### config.mk
export PLATFORM = sky130hd
export DESIGN_NAME = ioctl_rom_writer
export DESIGN_NICKNAME = d
export VERILOG_FILES = /design/src/rtl/gb_loader_pkg.sv /design/src/rtl/ioctl_word_fifo.sv /design/src/rtl/ioctl_rom_writer.sv
export SDC_FILE = /design/constraint.sdc
export NUM_CORES = 1
export LEC_CHECK = 0
export ABC_AREA = 1
export BUFFER_PORTS_ARGS = -buffer_cell sky130_fd_sc_hd__buf_2
export CORE_MARGIN = 2
export CORE_UTILIZATION = 35
export CTS_CLUSTER_SIZE = 16
export DETAILED_ROUTE_END_ITERATION = 16
export PLACE_DENSITY_LB_ADDON = 0.05
export SLEW_MARGIN = 15
export SYNTH_ARGS = -nofsm -noshare
export SYNTH_HDL_FRONTEND = slang
export SYNTH_SLANG_ARGS = --single-unit
### constraint.sdc
create_clock -name clk_sys -period 5 [get_ports clk_sys]
set_clock_uncertainty 0.2 [all_clocks]
set_input_delay 1.25 -clock clk_sys [delete_from_list [all_inputs] [get_ports clk_sys]]
set_output_delay 1.25 -clock clk_sys [all_outputs]
set_load 0.03 [all_outputs]
### src/rtl/gb_loader_pkg.sv
// gb_loader_pkg: memory-writer FSM encoding and cartridge header word offsets.
package gb_loader_pkg;
   typedef enum logic [1:0] {ST_IDLE, ST_REQ, ST_DRAIN} wr_state_e;
   localparam logic [24:0] HDR_CART_WORD = 25'h00000A3;
   localparam logic [24:0] HDR_SIZE_WORD = 25'h00000A4;
endpackage

### src/rtl/ioctl_word_fifo.sv
// ioctl_word_fifo: small synchronous FIFO with occupancy count for the download word stream.
module ioctl_word_fifo #(
   parameter int WIDTH = 40,
   parameter int DEPTH = 4
) (
   input  logic                     clk,
   input  logic                     rst_n,
   input  logic                     push,
   input  logic                     pop,
   input  logic [WIDTH-1:0]         din,
   output logic [WIDTH-1:0]         dout,
   output logic                     full,
   output logic                     empty,
   output logic [$clog2(DEPTH):0]   count
);
   localparam int AW = $clog2(DEPTH);

   logic [WIDTH-1:0] mem_q [DEPTH];
   logic [AW-1:0]    wr_q, rd_q;
   logic [AW:0]      cnt_q;
   logic             do_push, do_pop;

   assign full    = cnt_q == (AW+1)'(DEPTH);
   assign empty   = cnt_q == '0;
   assign count   = cnt_q;
   assign dout    = mem_q[rd_q];
   assign do_push = push & ~full;
   assign do_pop  = pop & ~empty;

   always_ff @(posedge clk)
      if (do_push) mem_q[wr_q] <= din;

   always_ff @(posedge clk or negedge rst_n)
      if (!rst_n) begin
         wr_q  <= '0;
         rd_q  <= '0;
         cnt_q <= '0;
      end else begin
         wr_q  <= wr_q + AW'(do_push);
         rd_q  <= rd_q + AW'(do_pop);
         cnt_q <= cnt_q + (AW+1)'(do_push) - (AW+1)'(do_pop);
      end
endmodule

### src/rtl/ioctl_rom_writer.sv
// ioctl_rom_writer: queues ROM download words and writes them to memory over a req/ack handshake,
// capturing the cartridge header and reporting the committed download size.
module ioctl_rom_writer
   import gb_loader_pkg::*;
#(
   parameter int          FIFO_DEPTH = 4,
   parameter logic [7:0]  ROM_INDEX  = 8'h00
) (
   input  logic        clk_sys,
   input  logic        reset_n,
   input  logic        ioctl_download,
   input  logic [7:0]  ioctl_index,
   input  logic        ioctl_wr,
   input  logic [24:0] ioctl_addr,
   input  logic [15:0] ioctl_dout,
   output logic        ioctl_clkref,
   output logic        mem_req,
   output logic [23:0] mem_addr,
   output logic [15:0] mem_din,
   input  logic        mem_ack,
   output logic        rom_loaded,
   output logic [24:0] rom_words,
   output logic [7:0]  cart_type,
   output logic [7:0]  rom_size,
   output logic [7:0]  ram_size,
   output logic        overflow
);
   localparam int CW = $clog2(FIFO_DEPTH) + 1;

   wr_state_e      state_q;
   logic           dl_q, armed_q, any_q;
   logic [24:0]    max_q;
   logic [39:0]    head;
   logic [CW-1:0]  cnt, cnt_d;
   logic           full, empty, qual, push, pop, rise, fall;

   assign qual  = ioctl_wr & ioctl_download & (ioctl_index == ROM_INDEX);
   assign push  = qual & ~full;
   assign pop   = (state_q == ST_REQ) & mem_ack;
   assign rise  = ioctl_download & ~dl_q;
   assign fall  = ~ioctl_download & dl_q;
   assign cnt_d = cnt + CW'(push) - CW'(pop);

   // Address bit 24 never reaches memory, so only 24 address bits are queued.
   ioctl_word_fifo #(.WIDTH(40), .DEPTH(FIFO_DEPTH)) u_fifo (
      .clk   (clk_sys),
      .rst_n (reset_n),
      .push  (push),
      .pop   (pop),
      .din   ({ioctl_addr[23:0], ioctl_dout}),
      .dout  (head),
      .full  (full),
      .empty (empty),
      .count (cnt)
   );

   always_ff @(posedge clk_sys or negedge reset_n)
      if (!reset_n) begin
         dl_q         <= 1'b0;
         ioctl_clkref <= 1'b0;
         overflow     <= 1'b0;
         cart_type    <= '0;
         rom_size     <= '0;
         ram_size     <= '0;
         max_q        <= '0;
         any_q        <= 1'b0;
      end else begin
         dl_q         <= ioctl_download;
         ioctl_clkref <= cnt_d <= CW'(FIFO_DEPTH - 2);
         if (rise) begin
            overflow  <= 1'b0;
            cart_type <= '0;
            rom_size  <= '0;
            ram_size  <= '0;
            max_q     <= '0;
            any_q     <= 1'b0;
         end
         if (qual & full) overflow <= 1'b1;
         if (push) begin
            if (rise | ~any_q | (ioctl_addr > max_q)) max_q <= ioctl_addr;
            any_q <= 1'b1;
            if (ioctl_addr == HDR_CART_WORD) cart_type <= ioctl_dout[7:0];
            if (ioctl_addr == HDR_SIZE_WORD) {rom_size, ram_size} <= ioctl_dout;
         end
      end

   always_ff @(posedge clk_sys or negedge reset_n)
      if (!reset_n) begin
         state_q    <= ST_IDLE;
         mem_req    <= 1'b0;
         mem_addr   <= '0;
         mem_din    <= '0;
         rom_loaded <= 1'b0;
         rom_words  <= '0;
         armed_q    <= 1'b0;
      end else begin
         rom_loaded <= 1'b0;
         if (fall) armed_q <= 1'b1;
         else if (rise) armed_q <= 1'b0;
         case (state_q)
            ST_REQ:
               if (mem_ack) begin
                  mem_req <= 1'b0;
                  state_q <= ioctl_download ? ST_IDLE : ST_DRAIN;
               end
            default:
               if (!empty) begin
                  mem_req  <= 1'b1;
                  mem_addr <= head[39:16];
                  mem_din  <= head[15:0];
                  state_q  <= ST_REQ;
               end else if (armed_q) begin
                  rom_loaded <= 1'b1;
                  rom_words  <= any_q ? max_q + 25'd1 : '0;
                  armed_q    <= 1'b0;
                  state_q    <= ST_IDLE;
               end
         endcase
      end
endmodule

# After elaboration in Yosys (flattened, before gate mapping)
# Memory sizes are Yosys's and may differ from the RTL's. A register that Yosys moved wholly into a read port is not among the register bits.
# Index checks and enable logic that the tools add are counted.
totals:
  register_bits: 90
  out_inout_bits: 93
  wordCells: 93
  ramBits: 160
  mem_count: 1
  input_bits: 54
memory_table:
  columns: ["memory", "words", "word_bits", "rd", "rd_clocked_by_memory_dff", "wr", "line_no", "text"]
  rows:
  - ["u_fifo.mem_q", 4, 40, 1, 1, 1, "ioctl_word_fifo.sv:18", "logic [WIDTH-1:0] mem_q [DEPTH];"]
classes:
  n_addsub: 7
  mux: 34
  bitwise: 17
  n_reduce_logical: 9
  n_eq_ne: 7
  n_lt_le_gt_ge: 2
op_table:
  columns: ["op", "count"]
  rows:
  - ["$mux W25", 4]
  - ["$mux W8", 9]
  - ["$eq A25 B8 Y1 const B", 2]
  - ["$add A25 B1 Y25 const B", 1]
  - ["$gt A25 B25 Y1", 1]
  - ["$mux W1", 16]
  - ["$mux W2", 5]
  - ["$and A1 B1 Y1", 9]
  - ["$logic_not A8 Y1", 1]
  - ["$add A3 B1 Y3", 2]
  - ["$not A1 Y1", 6]
  - ["$reduce_and A2 Y1", 3]
  - ["$sub A3 B1 Y3", 2]
  - ["$add A2 B1 Y2", 2]
  - ["$reduce_bool A2 Y1", 2]
  - ["$eq A3 B3 Y1 const B", 1]
  - ["$le A3 B2 Y1 const B", 1]
  - ["$logic_not A3 Y1", 1]
  - ["$ne A3 B2 Y1 const B", 1]
  - ["$reduce_and A3 Y1", 1]
  - ["$eq A2 B1 Y1 const B", 1]
  - ["$ne A2 B1 Y1 const B", 1]
  - ["$ne A2 B2 Y1 const B", 1]
  - ["$or A1 B1 Y1", 2]
  - ["$logic_not A1 Y1", 1]

# Logic depth before layout (Yosys ltp)
logic_depth:
  word_depth: 7
  depth_mapped: 16
  mapped_depth_nobuf: 15

# Modules after synthesis
# A second synthesis with hierarchy kept.
unflattened:
  cells_unflattened: 1182
  area_unflattened_um2: 12628.4
modules_own_cells:
  columns: ["mod", "area_per_inst_um2", "instances", "cells_each"]
  rows:
  - ["ioctl_word_fifo", 6374.9, 1, 472]
  - ["ioctl_rom_writer", 6253.5, 1, 710]

# Least setup slack after synthesis
# OpenSTA, ideal clock, no wires.
synth_timing:
  path_kind: "input-to-reg"
  from: "in ioctl_index[3]"
  to: "mem u_fifo.mem_q[0][0], enable pin"
  stages: 5
  setup_ns: 0.437
  setup_slack_ns: 0.507
  required_ns: 4.363
  arrival_time_ns: 3.856
  path_cell_list: "or2_4 -> nor4_4 -> nand3_4 -> or2_2 -> nor2_1"
synth_via:
  elab_chain_len: 6
synth_lines:
  columns: ["item", "line_no", "text"]
  rows:
  - ["from (decl)", "ioctl_rom_writer.sv:12", "input logic [7:0] ioctl_index,"]
  - ["$logic_not A8 Y1", "ioctl_rom_writer.sv:37", "assign qual = ioctl_wr & ioctl_download & (ioctl_index == ROM_INDEX);"]
  - ["$and A1 B1 Y1", "ioctl_rom_writer.sv:37", null]
  - ["$and A1 B1 Y1", "ioctl_rom_writer.sv:38", "assign push = qual & ~full;"]
  - ["$and A1 B1 Y1", "ioctl_word_fifo.sv:27", "assign do_push = push & ~full;"]
  - ["$mux W1", "ioctl_word_fifo.sv:31", "if (do_push) mem_q[wr_q] <= din;"]
  - ["$mux W1 (not written as such)", "ioctl_word_fifo.sv:31", null]
  - ["to (decl)", "ioctl_word_fifo.sv:18", null]
# No other way between the ends.

# Worst setup path in the final report
layout_timing:
  from: "in ioctl_index[3]"
  to: "mem u_fifo.mem_q[3][26], enable pin"
# Same word-level chain as after synthesis.

==> results.md <==
* Outcome: completed
* Total of max-cap violations at 0
* CTS Buf Count at 35
* PwrDens at 496 mW/mm^2
* Tightest Pin Transition at 1.03 ns
* CP cell instances: buf_2 -> or2_4 -> nor4_4 -> nand3_4 -> clkinv_2 -> nand2_1 -> nor2_4 -> buf_12
* Wirelength per Cell at 18.1 microns
* Root Driver: clkbuf_16
* RSZ-0062 raised after global routing: false
* Final worst slack at 1.67 ns
* Final std cells w/o fill at 1831
* Most frequent cell after synthesis: nor2_1
* # nets final at 1432
* IO buf count at 146
* Yosys warns at 0
* Syn Nets at 1289
* Vias in the first global route at 8761
* Critical path's slowest cell: nor2_4
* Asr flop ratio synth at 0.448
* PostCTS Resize Cnt at 0
* CTS tree: yes
* CP Max Fanout at 29
* DRC Markers at 0
* CP arrival at 3.32 ns
* Crit path largest cell delay at 0.47 ns
* Vias post-DR at 8816
* EDFF count, synth at 160
* Clock sink count at 290
* Largest net degree at the start of global routing at 95
* Post-DP HPWL at 21.1 mm
* Core area at 0.0355 sq mm
* Final RePlAce weighted congestion at 0.772
* H-tree depth at 2
* Fin Setup TNS at 0 ns
* Post-CTS setup buffer count at 0
* Antenna violations before repair at 0
* Max Fclk at 300 MHz
* Post-synth top area share at 0.382
* Grt total ovfl at 0
* Post-Place Cells at 1768
* HP Class: register to register
* Synth area leader: edfxtp_1
* Rows at 69
* Relative slew slack at 0.310
* Setup-failing EPs final at 0
* CP bufs+invs at 3
* Worst-path clk slew at 0.05 ns
* Hold_buf cts at 0
* Layout area overhead at 18.8%
* Fin crit share at 0.666
* Die span in x at 194 microns
* Share of post-route cells with drive strength above 1 at 0.201
* CP delay by family, top: simple AND/OR/NAND/NOR gates
* Ant diodes at 0
* Critical path capture point type: register
* Die Area at 0.0375 sq mm
* WP data required at 4.99 ns
* Top cells by count, synth: nor2_1, nand2_1, edfxtp_1
* Boundary Pins at 147
* Crit path launch type: primary input
* Synthesized area at 0.0126 sq mm
* Tot Pwr at 0.00742 W
* Maximum VDD drop at 0.000345 V
* Routed WL at 33.1 mm
* Router iterations before antenna repair at 7
* Number of synthesized register bits at 290
* Antenna Nets Post-Route at 0
* Total Routing Usage GR at 0.177
* Synth area leaders: edfxtp_1, dfrtp_1, nor2_1, nand2_1, o21ai_0
* Worst skew pair latency at 0.51 ns
* Avg Inst Size Synth at 10.5 sq um
* Static Leak at 6.34 nW
* Seq/Total Area, Yosys at 0.640
* Max-slew violation total from the final report at 0
* Clk buf depth at 3
* Count of different cell masters after synthesis at 40
* First-pass GRT wire length at 52.1 mm
* Critical path class: primary input to register
* Starting Density at 0.355
* Hold Fails Final Rpt at 0
* Filler cells at 3436
* Min Tclk post-route at 3.33 ns
* Die height at 194 microns
* Synthesized instance count at 1201
* Pre-CTS setup slack at 1.10 ns
* DR vias/cell at 4.81
* Iter 0 DRT Violations at 540
* Ys flop type: edfxtp_1
## layer usage
metal / vias up / part of all wire / routed length, microns / GRT usage
li1: 4372 / - / - / -
met1: 4270 / 0.51 / 16700 / 0.264
met2: 147 / 0.45 / 14900 / 0.273
met3: 27 / 0.033 / 1080 / 0.0259
met4: 0 / 0.012 / 404 / 0.0370
met5: - / 0 / 0 / 0
## worst min-delay path, delay by kind of cell (launching register included)
kind,cells,cell delay (ns)
DFF,1,0.34
and+or+nand+nor,2,0.10
## stage by stage
stage / hold WS [ns] / util / instance area, sq um
6_report: 0.274 / 0.422 / 15000
2_1_floorplan: 0.277 / - / 12600
5_1_grt: 0.317 / 0.422 / 15000
4_1_cts: 0.282 / 0.422 / 15000
3_3_place_gp: 0.263 / 0.390 / 13800
3_5_place_dp: 0.265 / 0.390 / 13800
## registers in the layout (all words and copies together), names as in the netlist, 8 cells and up
| signal | count |
|---|---|
| cart_type | 8 |
| ram_size | 8 |
| u_fifo.mem_q | 160 |
| max_q | 25 |
| rom_words | 25 |
| rom_size | 8 |
| mem_addr | 24 |
| mem_din | 16 |
## final cells by class
type	instances	area, sq um	area share
sequential	290	8060	0.539
tap	461	577	0.0386
clock buffer	49	990	0.0662
timing repair buffer	158	865	0.0578
multi-input combinational	774	4010	0.268
inverter	85	320	0.0214
clock inverter	14	134	0.00895
## power breakdown
| part | total [W] | internal [W] | switching [W] |
|---|---|---|---|
| clock | 0.00248 | 0.00149 | 0.000988 |
| sequential | 0.00289 | 0.00276 | 0.000131 |
| combinational | 0.00205 | 0.000590 | 0.00146 |
## kinds of logic after synthesis
logic type	share of synthesized area
flip-flops	0.640
AO/OA/AOI/OAI	0.0849
adder cells (fa/ha/maj)	0.0350
XOR/XNOR	0.00487
AND/OR/NAND/NOR	0.191
buffers and inverters	0.0446
## final timing paths
path,from,endpoint,slack [ns],cells after the start
setup reg to reg,max_q[16],max_q[7],2.07,13
max in group asynchronous,reset_n,mem_addr[23],3.07,2
min in group asynchronous,reset_n,rom_size[5],0.61,1
hold reg to reg,rom_words[21],rom_words[21],0.27,2
hold / removal,rom_words[21],rom_words[21],0.27,2
setup / recovery,ioctl_index[3],u_fifo.mem_q[3][26],1.67,8
## cells in the final DEF, fill, tap and decap left out, types with 3 or more instances in the layout
cell / Yosys / final
nor2_1: 268 / 262
dfrtp_1: 130 / 129
clkbuf_1: 30 / 9
nand2_1: 164 / 164
nand4_1: 8 / 8
nor2_2: 4 / 5
a22o_1: 3 / 3
nor3_1: 5 / 5
clkinv_1: 0 / 3
nand3_1: 64 / 64
clkbuf_16: 0 / 36
a31oi_1: 41 / 41
ha_1: 32 / 32
o21ai_1: 4 / 4
nor4_1: 4 / 4
inv_2: 7 / 7
a21oi_1: 11 / 11
inv_1: 77 / 77
buf_12: 0 / 3
edfxtp_1: 160 / 160
buf_2: 13 / 145
xor2_1: 7 / 7
clkinv_2: 1 / 7
nand3_2: 18 / 18
o21ai_0: 102 / 102
clkbuf_8: 0 / 4
buf_4: 2 / 9
a32o_1: 3 / 3
nor2_4: 2 / 7
o21ai_2: 16 / 16
No activity file was read; power rests on OpenSTA's default activity.
